<file path="config.mk">
export PLATFORM = sky130hd
export DESIGN_NAME = set_counter_gen
export DESIGN_NICKNAME = d
export VERILOG_FILES = /design/src/rtl/set_gen_pkg.sv /design/src/rtl/set_circle_test.sv /design/src/rtl/set_counter_gen.sv
export SDC_FILE = /design/constraint.sdc
export NUM_CORES = 1
export LEC_CHECK = 0
export ABC_AREA = 1
export ABC_CLOCK_PERIOD_IN_PS = 15980
export BUFFER_PORTS_ARGS = -buffer_cell sky130_fd_sc_hd__buf_2
export CAP_MARGIN = 20
export CORE_UTILIZATION = 40
export CTS_CLUSTER_SIZE = 24
export DETAILED_ROUTE_END_ITERATION = 8
export GPL_TIMING_DRIVEN = 0
export PLACE_DENSITY = 0.58
export SKIP_LAST_GASP = 1
export SYNTH_ARGS = -nofsm -noshare
export SYNTH_HDL_FRONTEND = slang
export SYNTH_SLANG_ARGS = --single-unit
</file>
<file path="constraint.sdc">
create_clock -name clk -period 15.98 [get_ports clk]
set_clock_uncertainty 0.05 [all_clocks]
set_input_delay 0.799 -clock clk [delete_from_list [all_inputs] [get_ports clk]]
set_output_delay 0.799 -clock clk [all_outputs]
set_load 0.01 [all_outputs]
</file>
<file path="src/rtl/set_gen_pkg.sv">
// Shared types and constants for the grid-point set counter.
package set_gen_pkg;

  typedef enum logic [2:0] {
    IDLE,
    LOAD,
    SCAN,
    DRAIN,
    DONE
  } state_t;

  localparam logic [2:0] MODE_A    = 3'd0;  // in[0]
  localparam logic [2:0] MODE_AND  = 3'd1;  // in[0] & in[1]
  localparam logic [2:0] MODE_XOR  = 3'd2;  // in[0] ^ in[1]
  localparam logic [2:0] MODE_TWO  = 3'd3;  // exactly two circles
  localparam logic [2:0] MODE_ANY  = 3'd4;  // union
  localparam logic [2:0] MODE_ALL  = 3'd5;  // intersection of all
  localparam logic [2:0] MODE_ODD  = 3'd6;  // odd membership count
  localparam logic [2:0] MODE_RSVD = 3'd7;  // never hits

  localparam int PIPE_DEPTH = 2;

  // Up to eight membership bits; callers zero-extend narrower vectors.
  function automatic logic [3:0] popcount(input logic [7:0] v);
    logic [3:0] n;
    n = '0;
    for (int i = 0; i < 8; i++) n = n + {3'b000, v[i]};
    return n;
  endfunction

endpackage

</file>
<file path="src/rtl/set_circle_test.sv">
// One circle's membership test: registers exact squared distance and squared
// radius, then compares them with an inclusive boundary.
module set_circle_test #(
  parameter int COORD_W = 4
) (
  input  logic               clk,
  input  logic               rst,
  input  logic [COORD_W-1:0] x,
  input  logic [COORD_W-1:0] y,
  input  logic [COORD_W-1:0] cx,
  input  logic [COORD_W-1:0] cy,
  input  logic [COORD_W-1:0] r,
  output logic               in_circle
);

  localparam int D_W = 2*COORD_W + 3;

  logic signed [COORD_W:0]     dx, dy;
  logic signed [D_W-1:0]       dx_e, dy_e, sum_s;
  logic        [2*COORD_W-1:0] r_e;
  logic        [D_W-1:0]       dist2_q;
  logic        [2*COORD_W-1:0] r2_q;

  // One extra bit keeps the difference exact for centers outside the grid.
  assign dx    = $signed({1'b0, x}) - $signed({1'b0, cx});
  assign dy    = $signed({1'b0, y}) - $signed({1'b0, cy});
  assign dx_e  = {{(D_W-COORD_W-1){dx[COORD_W]}}, dx};
  assign dy_e  = {{(D_W-COORD_W-1){dy[COORD_W]}}, dy};
  assign sum_s = dx_e*dx_e + dy_e*dy_e;
  assign r_e   = {{COORD_W{1'b0}}, r};

  always_ff @(posedge clk or posedge rst) begin
    if (rst) begin
      dist2_q <= '0;
      r2_q    <= '0;
    end else begin
      dist2_q <= $unsigned(sum_s);
      r2_q    <= r_e * r_e;
    end
  end

  assign in_circle = (dist2_q <= {3'b000, r2_q});

endmodule

</file>
<file path="src/rtl/set_counter_gen.sv">
// Grid-point set counter: scans GRID x GRID points, one per clock, through a
// 2-stage pipeline. Define POINT_STREAM_EN to expose the per-point stream.
module set_counter_gen
  import set_gen_pkg::*;
#(
  parameter  int GRID     = 8,
  parameter  int COORD_W  = 4,
  parameter  int NUM_CIRC = 3,
  localparam int CNT_W    = $clog2(GRID*GRID+1)
) (
  input  logic                          clk,
  input  logic                          rst,
  input  logic                          en,
  input  logic [NUM_CIRC*2*COORD_W-1:0] central,
  input  logic [NUM_CIRC*COORD_W-1:0]   radius,
  input  logic [2:0]                    mode,
  output logic                          busy,
  output logic                          valid,
  output logic [CNT_W-1:0]              candidate
`ifdef POINT_STREAM_EN
  ,
  output logic                          pt_valid,
  output logic [COORD_W-1:0]            pt_x,
  output logic [COORD_W-1:0]            pt_y,
  output logic                          pt_hit
`endif
);

  localparam logic [COORD_W-1:0] FIRST      = COORD_W'(1);
  localparam logic [COORD_W-1:0] LAST       = COORD_W'(GRID);
  localparam int                 DR_W       = $clog2(PIPE_DEPTH);
  localparam logic [DR_W-1:0]    DRAIN_LAST = DR_W'(PIPE_DEPTH-1);

  state_t                        state;
  logic [NUM_CIRC*2*COORD_W-1:0] central_q;
  logic [NUM_CIRC*COORD_W-1:0]   radius_q;
  logic [2:0]                    mode_q;
  logic [COORD_W-1:0]            x_q, y_q;
  logic [DR_W-1:0]               drain_cnt;
  logic                          s1_valid;
  logic [NUM_CIRC-1:0]           in_bits;
  logic [3:0]                    k;
  logic                          mode_hit, hit;
  logic [CNT_W-1:0]              count;

  // NOTE: every register here uses <= so all state updates see the values
  // from before the edge, independent of statement order.
  always_ff @(posedge clk or posedge rst) begin
    if (rst) begin
      state     <= IDLE;
      central_q <= '0;
      radius_q  <= '0;
      mode_q    <= '0;
      x_q       <= '0;
      y_q       <= '0;
      drain_cnt <= '0;
      busy      <= 1'b0;
      valid     <= 1'b0;
      candidate <= '0;
    end else begin
      case (state)
        IDLE: begin
          if (en) begin
            central_q <= central;
            radius_q  <= radius;
            mode_q    <= mode;
            state     <= LOAD;
          end
        end
        LOAD: begin
          if (en) begin
            central_q <= central;
            radius_q  <= radius;
            mode_q    <= mode;
          end else begin
            state <= SCAN;
            busy  <= 1'b1;
            x_q   <= FIRST;
            y_q   <= FIRST;
          end
        end
        SCAN: begin
          if (x_q == LAST && y_q == LAST) begin
            state     <= DRAIN;
            drain_cnt <= '0;
            x_q       <= '0;
            y_q       <= '0;
          end else if (x_q == LAST) begin
            x_q <= FIRST;
            y_q <= y_q + FIRST;
          end else begin
            x_q <= x_q + FIRST;
          end
        end
        DRAIN: begin
          if (drain_cnt == DRAIN_LAST) begin
            state     <= DONE;
            busy      <= 1'b0;
            valid     <= 1'b1;
            candidate <= count;
          end else begin
            drain_cnt <= drain_cnt + DR_W'(1);
          end
        end
        DONE: begin
          state     <= IDLE;
          valid     <= 1'b0;
          candidate <= '0;
        end
        default: state <= IDLE;
      endcase
    end
  end

  // Circle 0 sits in the most significant slot of central/radius.
  for (genvar i = 0; i < NUM_CIRC; i++) begin : g_circ
    localparam int J = NUM_CIRC - 1 - i;
    set_circle_test #(.COORD_W(COORD_W)) u_circ (
      .clk       (clk),
      .rst       (rst),
      .x         (x_q),
      .y         (y_q),
      .cx        (central_q[(2*J+1)*COORD_W +: COORD_W]),
      .cy        (central_q[2*J*COORD_W +: COORD_W]),
      .r         (radius_q[J*COORD_W +: COORD_W]),
      .in_circle (in_bits[i])
    );
  end

  // NOTE: mode_hit gets a default before the case so no path leaves it
  // unassigned, which would otherwise infer a latch.
  always_comb begin
    k        = popcount(8'(in_bits));
    mode_hit = 1'b0;
    case (mode_q)
      MODE_A:    mode_hit = in_bits[0];
      MODE_AND:  mode_hit = in_bits[0] & in_bits[1];
      MODE_XOR:  mode_hit = in_bits[0] ^ in_bits[1];
      MODE_TWO:  mode_hit = (k == 4'd2);
      MODE_ANY:  mode_hit = (k != 4'd0);
      MODE_ALL:  mode_hit = (k == 4'(NUM_CIRC));
      MODE_ODD:  mode_hit = k[0];
      MODE_RSVD: mode_hit = 1'b0;
      default:   mode_hit = 1'b0;
    endcase
    hit = s1_valid & mode_hit;
  end

  always_ff @(posedge clk or posedge rst) begin
    if (rst) begin
      s1_valid <= 1'b0;
      count    <= '0;
    end else begin
      s1_valid <= (state == SCAN);
      if (state == DONE) count <= '0;
      else if (hit)      count <= count + CNT_W'(1);
    end
  end

`ifdef POINT_STREAM_EN
  logic [COORD_W-1:0] s1_x, s1_y;

  always_ff @(posedge clk or posedge rst) begin
    if (rst) begin
      s1_x     <= '0;
      s1_y     <= '0;
      pt_valid <= 1'b0;
      pt_x     <= '0;
      pt_y     <= '0;
      pt_hit   <= 1'b0;
    end else begin
      s1_x     <= x_q;
      s1_y     <= y_q;
      pt_valid <= s1_valid;
      pt_x     <= s1_x;
      pt_y     <= s1_y;
      pt_hit   <= hit;
    end
  end
`endif

endmodule

</file>
### Word-level counts from Yosys, hierarchy flattened

Cells that the tools add are included.

| word-level totals | value |
|---|---|
| word-level logic and storage cells | 110 |
| bits in registers | 125 |
| output and inout bits | 9 |

| cells by class | value |
|---|---|
| multipliers | 9 |
| bitwise logic cells | 3 |
| equal/unequal tests | 20 |
| magnitude comparators | 3 |
| add/sub/neg operators | 15 |
| multiplexer cells | 25 |
| reduce and logical (&&, ||, !) cells | 17 |

Operators by type and width:

| operator | count |
|---|---|
| multiplier 5 x 5 -> 10 bit | 6 |
| adder 11 bit | 3 |
| <= comparator 11 x 8 -> 1 bit | 3 |
| subtractor 4 x 4 -> 5 bit | 6 |
| multiplier 4 x 4 -> 8 bit | 3 |
| 2-to-1 mux 7 bit | 3 |
| 2-to-1 mux 4 bit | 5 |
| == test 3 x 2 -> 1 bit, second input constant | 6 |
| case mux 4 bit (2 select lines) | 2 |
| == test 3 bit, second input constant | 5 |
| case mux 7 bit (2 select lines) | 1 |
| 2-to-1 mux 3 bit | 4 |
| case mux 3 bit (4 select lines) | 1 |
| nonzero test 2 bit | 5 |
| adder 4 x 1 -> 4 bit, second input constant | 2 |
| == test 4 bit, second input constant | 2 |
| inequality test 2 bit, second input constant | 4 |
| case mux 1 bit (8 select lines) | 1 |
| AND reduction 2 bit | 4 |
| adder 7 x 1 -> 7 bit, second input constant | 1 |
| == test 3 x 1 -> 1 bit, second input constant | 2 |
| zero test 3 bit | 2 |
| case mux 1 bit (2 select lines) | 3 |
| AND reduction 3 bit | 2 |
| other kinds (11) | 16 |

### Logic depth before layout (Yosys ltp)

Gate-level depths: netlist of the first run.

| depth | value |
|---|---|
| depth in word-level cells | 8 |
| gate-level depth with buffers | 27 |

### Hierarchy

From an unflattened synthesis of the first run, not the netlist that was laid out.

| second synthesis, totals | value |
|---|---|
| cell total of the unflattened synthesis | 1377 |
| area, all modules | 12249.2 um^2 |

By module, submodules not included:

| module | cells an instance | instances | area an instance (um^2) |
|---|---|---|---|
| set_counter_gen | 284 | 1 | 3178.0 |
| set_circle_test at g_circ[0].u_circ | 370 | 1 | 3044.2 |
| set_circle_test at g_circ[2].u_circ | 364 | 1 | 3022.9 |
| set_circle_test at g_circ[1].u_circ | 359 | 1 | 3004.1 |

### Worst setup path before layout of the first run

Ideal clock, no wire load.

| timing path | value |
|---|---|
| path type | register to register |
| from | register y_q[0] |
| to | register g_circ[0].u_circ.dist2_q[10] |
| arrival | 4.984 ns |
| slack | 10.816 ns |
| data required time | 15.800 ns |
| library setup time | 0.130 ns |
| path buffers | 0 |
| cell stages (with the launch flop) | 22 |
| path through | dfrtp_1 -> inv_1 -> ha_1 -> inv_1 -> fa_1 -> a31oi_1 -> nand2_1 -> fa_1 -> inv_1 -> fa_1 -> fa_1 -> fa_1 -> nand3_1 -> nand3_1 -> xnor2_1 -> inv_1 -> ha_1 -> nand2_1 -> o21ai_0 -> nor2_1 -> o211ai_1 -> o21ai_0 |

| between the ends | value |
|---|---|
| longest elaborated chain between the ends | 3 |

RTL lines:

| what | line | text |
|---|---|---|
| from (decl) | set_counter_gen.sv:38 | `logic [COORD_W-1:0] x_q, y_q;` |
| from (signal assigned) | set_counter_gen.sv:90 | `y_q <= y_q + FIRST;` |
| subtractor 4 x 4 -> 5 bit | set_circle_test.sv:26 | `assign dy = $signed({1'b0, y}) - $signed({1'b0, cy});` |
| multiplier 5 x 5 -> 10 bit | set_circle_test.sv:29 | `assign sum_s = dx_e*dx_e + dy_e*dy_e;` |
| adder 11 bit | set_circle_test.sv:29 |  |
| via g_circ[0].u_circ.sum_s[10] | set_circle_test.sv:19 | `logic signed [D_W-1:0] dx_e, dy_e, sum_s;` |
| to (signal assigned) | set_circle_test.sv:37 | `dist2_q <= $unsigned(sum_s);` |
| to (decl) | set_circle_test.sv:21 | `logic [D_W-1:0] dist2_q;` |

The timed path passes the listed nets, and every way through them passes these cells.
A chain may end at the register's enable or synchronous reset.

### Worst setup path in the final report of the first run

Same ends and word-level chain as after synthesis.

==> results.json, run 1 <==
{
  "synth_cells": 1349,
  "grt_max_degree": 86,
  "chipWidth_um": 172.2,
  "ys.flop_type": "dfrtp_1",
  "cts_buffer_depth": 2,
  "startpoint_type": "flop",
  "synth_fa_ha_area_share_pct": 32.51,
  "cts_resized": 0,
  "synthSimpleGateAreaFrac_pct": 15.41,
  "routed_wl_um": 22380,
  "clock.fmax_mhz": 172.7,
  "die_h_um": 172.2,
  "hpwl_um": 18200,
  "port_buffers": 50,
  "path_delay_family": "adder cells",
  "finalMaxSlewViolations": 0,
  "hold_class": "in2async",
  "path_max_fanout": 7,
  "cts.sinks": 122,
  "worst_pin_slew_ns": 0.8134,
  "tritoncts": "built",
  "fin_nets": 1722,
  "dieArea_sq_um": 29640,
  "synthMostInstantiatedCell": "inv_1",
  "setup_viol_count_final": 0,
  "vias": 8486,
  "core_area_sq_um": 28160,
  "area_growth_pct": 12.17,
  "clk_latency_ns": 0.43,
  "place_congestion": 0.8195,
  "outcome": "finished, final reports clean",
  "cap_viol_max_count": 0,
  "timing.final.crit_share_pct": 36.23,
  "crit_path_cell_trace": "inv_1 -> ha_1 -> inv_1 -> fa_1 -> a31oi_1 -> inv_1 -> nor2_1 -> fa_1 -> fa_1 -> fa_1 -> fa_1 -> nand3_1 -> nand3_1 -> xnor2_1 -> inv_1 -> ha_1 -> nand2_1 -> o21ai_0 -> nor2_1 -> o211ai_1 -> o21ai_0",
  "cp.arrival_ns": 6.04,
  "required_ns": 16.23,
  "yosys_register_bits": 122,
  "rsz0062_at_grt": "no",
  "crit_top_cell": "fa_1",
  "drtAntennaViolNets": 0,
  "io_pins": 51,
  "synth_edf_count": 0,
  "filler_cell_count": 2773,
  "drt-pass1-iter-count": 4,
  "end_kind": "flop",
  "grt_pass1_wl_um": 38730,
  "clockRootBuffer": "clkbuf_16",
  "cts_made_buffers": 17,
  "synth_top_family_by_area": "adder cells",
  "r2r_start": "y_q[0]",
  "muxShareOfSynthArea_pct": 0.8749,
  "ys_seq_area_share_pct": 26.36,
  "synth_xor_area_share_pct": 6.654,
  "ys_types": 45,
  "grt.overflow.total": 0,
  "cts_hold_buf": 0,
  "postCtsSetupBuffers": 0,
  "max_stage_delay_ns": 0.65,
  "synth.avg_cell_area_sq_um": 8.587,
  "netlist_area_sq_um": 11580,
  "via_per_inst": 4.655,
  "synth_compound_area_share_pct": 7.788,
  "synth_top_area_cell": "dfrtp_1",
  "finalCriticalPeriod_ns": 5.789,
  "crit_start": "y_q[0]",
  "ys_warn_count": 0,
  "synth.top_cell.area_share_pct": 26.36,
  "floorplan.rows": 61,
  "wl_per_cell_um": 12.28,
  "slew_headroom_pct": 45.52,
  "htreeDepth": 4,
  "synth.top_cells.by_area": "dfrtp_1, ha_1, fa_1, inv_1, nand2_1",
  "ys_top_cells_by_count": "inv_1, nand2_1, ha_1",
  "drive_gt1_share_pct": 8.593,
  "async_flop_share_pct": 100.0,
  "drt_iter0_markers": 342,
  "setup-tns-final_ns": 0,
  "start_util_pct": 41.13,
  "antenna_found_initial": 2,
  "criticalPathCategory": "reg2reg",
  "hold_viol_final": 0,
  "track_usage_pct": 16.60,
  "grt_pass1_vias": 8439,
  "critPathSlowestCell": "a31oi_1",
  "path_clk_slew_ns": 0.06,
  "critPathBufInv": 4,
  "drc_errors": 0
}
==> worst register-to-register path, cell delays in order (launching register included) <==
cell and delay [ns]:
dfrtp_1 0.40, inv_1 0.24, ha_1 0.20, inv_1 0.06, fa_1 0.39, a31oi_1 0.65, inv_1 0.17, nor2_1 0.22
fa_1 0.47, fa_1 0.47, fa_1 0.52, fa_1 0.47, nand3_1 0.10, nand3_1 0.11, xnor2_1 0.15, inv_1 0.05
ha_1 0.34, nand2_1 0.08, o21ai_0 0.18, nor2_1 0.09, o211ai_1 0.15, o21ai_0 0.10
==> logic make-up after synthesis <==
| group | Yosys count |
|---|---|
| and+or+nand+nor | 407 |
| xor gates and xnor gates | 88 |
| muxes | 9 |
| other | 1 |
| DFF | 122 |
| buffers and inverters | 316 |
| adders and majority gates | 250 |
| AOI/OAI and AO/OA | 156 |
==> sequential cells by signal, summed over array words and instances (netlist names) <==
register and count:
valid 1, count 7, s1_valid 1, g_circ.u_circ.r2_q 21, radius_q 12, central_q 24, mode_q 3, state 3
g_circ.u_circ.dist2_q 33, candidate 7, busy 1, drain_cnt 1, x_q 4, y_q 4
==> layer usage <==
| metal | wire length, um | vias to the layer above | part of all wire (%) | track usage, % |
|---|---|---|---|---|
| met5 | 13 | - | 0.058 | 0 |
| met4 | 231 | 2 | 1.0 | 4.078 |
| met3 | 573 | 18 | 2.6 | 2.930 |
| met2 | 10260 | 79 | 46 | 27.56 |
| met1 | 11300 | 3987 | 50 | 22.33 |
| li1 | - | 4400 | - | - |
==> worst paths after layout <==
path                                           endpoint  slack [ns]  cells past startpoint
min                            g_circ[2].u_circ.r2_q[6]        0.32                      2
max reg2reg                g_circ[0].u_circ.dist2_q[10]       10.19                     21
max in group asynchronous                 central_q[12]       14.82                      3
max                        g_circ[0].u_circ.dist2_q[10]       10.19                     21
min reg2reg                    g_circ[2].u_circ.r2_q[0]        0.42                      0
min in group clk               g_circ[2].u_circ.r2_q[0]        0.42                      0
==> area by class of cell <==
class | count | area (sq um) | area share (%)
Tap cell | 378 | 473.0 | 3.640
Timing Repair Buffer | 51 | 277.8 | 2.138
Antenna cell | 2 | 5.005 | 0.03852
Inverter | 306 | 1154 | 8.878
Buffer | 10 | 52.55 | 0.4044
Sequential cell | 122 | 3053 | 23.50
Multi-Input combinational cell | 922 | 7371 | 56.73
Clock buffer | 19 | 442.9 | 3.409
Clock inverter | 13 | 165.2 | 1.271
==> metrics by stage <==
stage | hold WS (ns) | util [%] | cells | worst slack [ns] | instance area [sq um]
2_1_floorplan | 0.3630 | - | 1360 | 10.82 | 11620
3_3_place_gp | 0.4034 | 43.84 | 1788 | 10.23 | 12350
3_5_place_dp | 0.3988 | 43.96 | 1789 | 10.13 | 12380
4_1_cts | 0.3188 | 46.12 | 1821 | 10.11 | 12990
5_1_grt | 0.3450 | 46.13 | 1822 | 9.737 | 12990
6_report | 0.3169 | 46.14 | 1823 | 10.19 | 12990
==> cells in the final DEF (no fill, tap or decap), types with 7 or more instances in the layout <==
master | netlist | routed
a31oi_1 | 9 | 9
a21o_1 | 21 | 21
xnor2_1 | 34 | 34
nand2_1 | 173 | 173
buf_2 | 9 | 59
a21oi_1 | 82 | 82
ha_1 | 165 | 165
nand3_1 | 69 | 69
nand4_1 | 14 | 14
clkbuf_16 | 0 | 17
o211ai_1 | 7 | 7
nor2_1 | 110 | 110
xor2_1 | 54 | 54
nor3_1 | 12 | 12
o21ai_0 | 22 | 22
conb_1 | 1 | 12
inv_1 | 303 | 302
fa_1 | 85 | 85
dfrtp_1 | 122 | 122
mux2_2 | 9 | 9
Power of run 1 is not shown: default switching activity piles up to over one toggle a cycle in this logic, so the estimate is an artifact.
==> inputs of run 2 (changes only) <==
- ABC_CLOCK_PERIOD_IN_PS: 15980 -> 4930
- PLACE_DENSITY: 0.58 -> 0.6
- clock period: 15.98 -> 4.93 ns (I/O delays scaled with it)
==> results.json, run 2 (same netlist as run 1, synthesis figures left out) <==
{
  "grt_pass1_vias": 8601,
  "met1Wirelength_um": 11190,
  "worst_pin_slew_ns": 0.5269,
  "startpoint_type": "flop",
  "place_congestion": 0.7932,
  "finalMaxSlewViolations": 0,
  "area_growth_pct": 20.78,
  "routed_wl_um": 23090,
  "hold_class": "in2reg",
  "wl_met3_um": 548,
  "rsz0062_at_grt": "yes",
  "layout_common_cells": "inv_1, nand2_1, ha_1",
  "setup_viol_count_final": 7,
  "path_clk_slew_ns": 0.05,
  "largest-register": "g_circ.u_circ.dist2_q",
  "tritoncts": "built",
  "largest_reg_flops": 33,
  "timing.final.crit_share_pct": 101.7,
  "end_kind": "flop",
  "vias": 8686,
  "io_pins": 51,
  "cap_viol_max_count": 0,
  "cts_buffer_depth": 2,
  "met2_length_um": 11010,
  "whs_ns": 0.02442,
  "drt_iter0_markers": 271,
  "htreeDepth": 4,
  "clock.fmax_mhz": 199.4,
  "cp.arrival_ns": 5.25,
  "clk_latency_ns": 0.42,
  "core_area_sq_um": 28160,
  "path_max_fanout": 6,
  "hpwl_um": 17930,
  "final_common_cell": "inv_1",
  "required_ns": 5.16,
  "cts_made_buffers": 17,
  "track_usage_pct": 16.75,
  "fin_nets": 1762,
  "chipWidth_um": 172.2,
  "outcome": "complete, but fails checks",
  "via_per_inst": 4.665,
  "clockRootBuffer": "clkbuf_16",
  "violations": "negative setup slack",
  "routed.top_layer": "met4",
  "criticalPathCategory": "reg2reg",
  "fin_util_pct": 49.68,
  "drt-pass1-iter-count": 4,
  "grt.overflow.total": 0,
  "drtAntennaViolNets": 0,
  "drc_errors": 0,
  "reg_top3": "g_circ.u_circ.dist2_q (33), central_q (24), g_circ.u_circ.r2_q (21)",
  "setup_ws_ns": -0.08450,
  "wl_per_cell_um": 12.40,
  "cts.sinks": 122,
  "slew_headroom_pct": 64.38,
  "antenna_found_initial": 0,
  "floorplan.rows": 61,
  "dieArea_sq_um": 29640,
  "grt_pass1_wl_um": 39320,
  "hold_viol_final": 0,
  "drive_gt1_share_pct": 20.16,
  "die_h_um": 172.2,
  "finalCriticalPeriod_ns": 5.014,
  "port_buffers": 50,
  "grt_max_degree": 72,
  "start_util_pct": 41.13
}
==> run 2: worst paths after layout <==
kind                        startpoint                            to  slack [ns]  cells past startpoint
setup / recovery                y_q[2]  g_circ[0].u_circ.dist2_q[10]       -0.08                     20
hold / removal               radius[8]                   radius_q[8]        0.02                      2
setup reg to reg                y_q[2]  g_circ[0].u_circ.dist2_q[10]       -0.08                     20
hold reg to reg            radius_q[4]      g_circ[1].u_circ.r2_q[0]        0.43                      0
max in group asynchronous          rst                        y_q[3]        3.74                      4
min in group asynchronous          rst      g_circ[2].u_circ.r2_q[6]        0.36                      3
==> run 2: metal layers <==
| metal | up-vias | GRT usage, % |
|---|---|---|
| met4 | 0 | 4.540 |
| li1 | 4473 | - |
| met1 | 4094 | 22.04 |
| met3 | 22 | 2.380 |
| met5 | - | 0 |
| met2 | 97 | 28.66 |
==> run 2: cell type report <==
class / count / area, sq um
fill: 2614 / 14170
multi-input combinational: 922 / 8035
sequential: 122 / 3060
inverter: 306 / 1164
timing repair buffer: 91 / 584.3
tap: 378 / 473.0
clock buffer: 20 / 456.7
clock inverter: 12 / 162.7
buffer: 10 / 52.55
antenna: 1 / 2.502
==> run 2: critical path, stage by stage, from the launching register on <==
cell and delay (ns):
dfrtp_2 0.49, ha_4 0.34, nand3_1 0.08, nand2_1 0.12, xor2_2 0.26, nor2_4 0.07
buf_4 0.14, fa_1 0.50, fa_1 0.58, fa_2 0.50, fa_2 0.43, nand3_2 0.08
nand3_2 0.09, xnor2_2 0.17, inv_2 0.06, ha_4 0.29, nand2_2 0.07, nor3_2 0.18
nor2_2 0.08, o211ai_1 0.18, o21ai_1 0.11
==> run 2: stage by stage <==
step / std cells / setup WS [ns] / area (sq um) / setup TNS, ns
2_1_floorplan: 1360 / -0.03532 / 11720 / -0.03532
3_3_place_gp: 1788 / -0.5701 / 12440 / -12.13
3_5_place_dp: 1789 / -0.5892 / 12470 / -5.853
4_1_cts: 1845 / -0.007679 / 13530 / -0.007679
5_1_grt: 1861 / -0.3517 / 13990 / -2.780
6_report: 1862 / -0.08450 / 13990 / -0.2785
==> run 2: timing repair <==
action                                  in CTS  in global routing
hold buffers                                 1                  0
setup buffers                               23                 16
endpoints found under the setup margin      16                 14
pin swaps                                   42                 57
resized for setup                           81                 75
hold endpoints to repair                    51                  0
Power of run 2 is left out for the same reason.
==> inputs of run 3 (changes only) <==
- BUFFER_PORTS_ARGS: -buffer_cell sky130_fd_sc_hd__buf_2 -> default
- DONT_BUFFER_PORTS: default -> 1
- PLACE_DENSITY: 0.6 -> 0.58
==> results.json, run 3 (same netlist as run 1, synthesis figures left out) <==
{
  "whs_ns": 0.01533,
  "die_h_um": 172.2,
  "timing.final.crit_share_pct": 100.8,
  "path_max_fanout": 4,
  "path_clk_slew_ns": 0.06,
  "crit_path_cell_trace": "inv_4 -> ha_4 -> inv_1 -> fa_2 -> a31oi_4 -> inv_1 -> nor2_4 -> fa_1 -> fa_1 -> fa_1 -> fa_2 -> nand3_2 -> nand3_2 -> xnor2_1 -> inv_1 -> ha_4 -> nand2_2 -> nor3_2 -> nor2_2 -> o211ai_1 -> o21ai_1",
  "clockRootBuffer": "clkbuf_16",
  "drt-pass1-iter-count": 5,
  "clk_latency_ns": 0.42,
  "grt_pass1_vias": 8864,
  "fin_nets": 1753,
  "cts_buffer_depth": 2,
  "cp.arrival_ns": 5.21,
  "port_buffers": 0,
  "floorplan.rows": 61,
  "place_area_sq_um": 12220,
  "drc_errors": 0,
  "finalCriticalPeriod_ns": 4.970,
  "io_pins": 51,
  "worst_pin_slew_ns": 0.5007,
  "criticalPathCategory": "reg2reg",
  "drtAntennaViolNets": 0,
  "place_congestion": 0.7952,
  "rsz0062_at_grt": "yes",
  "hpwl_um": 17850,
  "chipWidth_um": 172.2,
  "antenna_found_initial": 4,
  "drive_gt1_share_pct": 18.25,
  "grt.overflow.total": 0,
  "max_stage_delay_ns": 0.57,
  "setup_viol_count_final": 2,
  "largest-register": "g_circ.u_circ.dist2_q",
  "via_per_inst": 4.681,
  "clock.fmax_mhz": 201.2,
  "fin_util_pct": 50.68,
  "setup_ws_ns": -0.04045,
  "reg_top3": "g_circ.u_circ.dist2_q (33), central_q (24), g_circ.u_circ.r2_q (21)",
  "slew_headroom_pct": 66.62,
  "critPathSlowestCell": "fa_1",
  "start_util_pct": 41.13,
  "wl_per_cell_um": 12.59,
  "htreeDepth": 4,
  "track_usage_pct": 16.93,
  "vias": 8688,
  "largest_reg_flops": 33,
  "cap_viol_max_count": 0,
  "finalMaxSlewViolations": 0,
  "hold_viol_final": 0,
  "hold_class": "in2reg",
  "final_common_cell": "inv_1",
  "core_area_sq_um": 28160,
  "cts_made_buffers": 17,
  "area_growth_pct": 23.22,
  "drt_iter0_markers": 355,
  "layout_common_cells": "inv_1, nand2_1, ha_1",
  "design_area_sq_um": 14270,
  "required_ns": 5.17,
  "dieArea_sq_um": 29640,
  "end_kind": "flop",
  "startpoint_type": "flop",
  "grt_pass1_wl_um": 39980,
  "violations": "negative setup slack",
  "tritoncts": "built",
  "cts.sinks": 122,
  "outcome": "complete, but fails checks",
  "grt_max_degree": 97,
  "routed_wl_um": 23370
}
run 3: final timing paths:
path	start	to	slack, ns	depth (start not counted)
hold / removal	central[5]	central_q[5]	0.02	2
max in group asynchronous	rst	central_q[11]	3.83	3
hold reg to reg	radius_q[4]	g_circ[1].u_circ.r2_q[0]	0.42	0
setup reg to reg	x_q[0]	g_circ[0].u_circ.dist2_q[10]	-0.04	21
setup / recovery	x_q[0]	g_circ[0].u_circ.dist2_q[10]	-0.04	21
min in group asynchronous	rst	g_circ[2].u_circ.r2_q[3]	0.22	2
run 3: routing by layer:
metal  routed length [um]  share of wire (%)  vias to the layer above  GRT usage (%)
li1                     -                  -                     4450              -
met1                11250                 48                     4122          21.96
met2                11220                 48                      101          29.15
met3                  672                2.9                       15          3.319
met4                  226               0.97                        0          3.463
met5                    0                  0                        -              0
run 3: what timing repair did:
item,CTS,global route
endpoints found under the hold margin,66,0
pin swaps,39,72
buffers inserted,21,21
setup endpoints to repair,16,14
hold buffers,39,0
gates resized for setup,68,109
run 3: layout make-up:
cell class                      instances  area [sq um]
Antenna cell                            4         10.01
Clock buffer                           17         425.4
Fill cell                            2611         13890
Sequential cell                       122          3060
Timing Repair Buffer                   82         733.2
Multi-Input combinational cell        922          8154
Inverter                              306          1164
Buffer                                 10         52.55
Tap cell                              378         473.0
Clock inverter                         15         201.4
run 3: metrics by stage:
stage,std cells,TNS (ns),setup WS [ns]
after detailed placement,1739,-5.715,-0.5801
after floorplan,1360,-0.03532,-0.03532
after CTS,1831,-0.01539,-0.01539
final,1856,-0.06638,-0.04045
after global routing,1855,-1.747,-0.2807
after global placement,1738,-5.624,-0.5621
run 3: worst max-delay path: cells and delay by family, from the launching register on:
kind | cells | cell delay (ns)
adders and majority gates | 7 | 2.73
and+or+nand+nor | 6 | 0.64
AOI/OAI and AO/OA | 3 | 0.45
DFF | 1 | 0.42
buffers and inverters | 4 | 0.39
xor gates and xnor gates | 1 | 0.16
Power of run 3 is left out for the same reason.
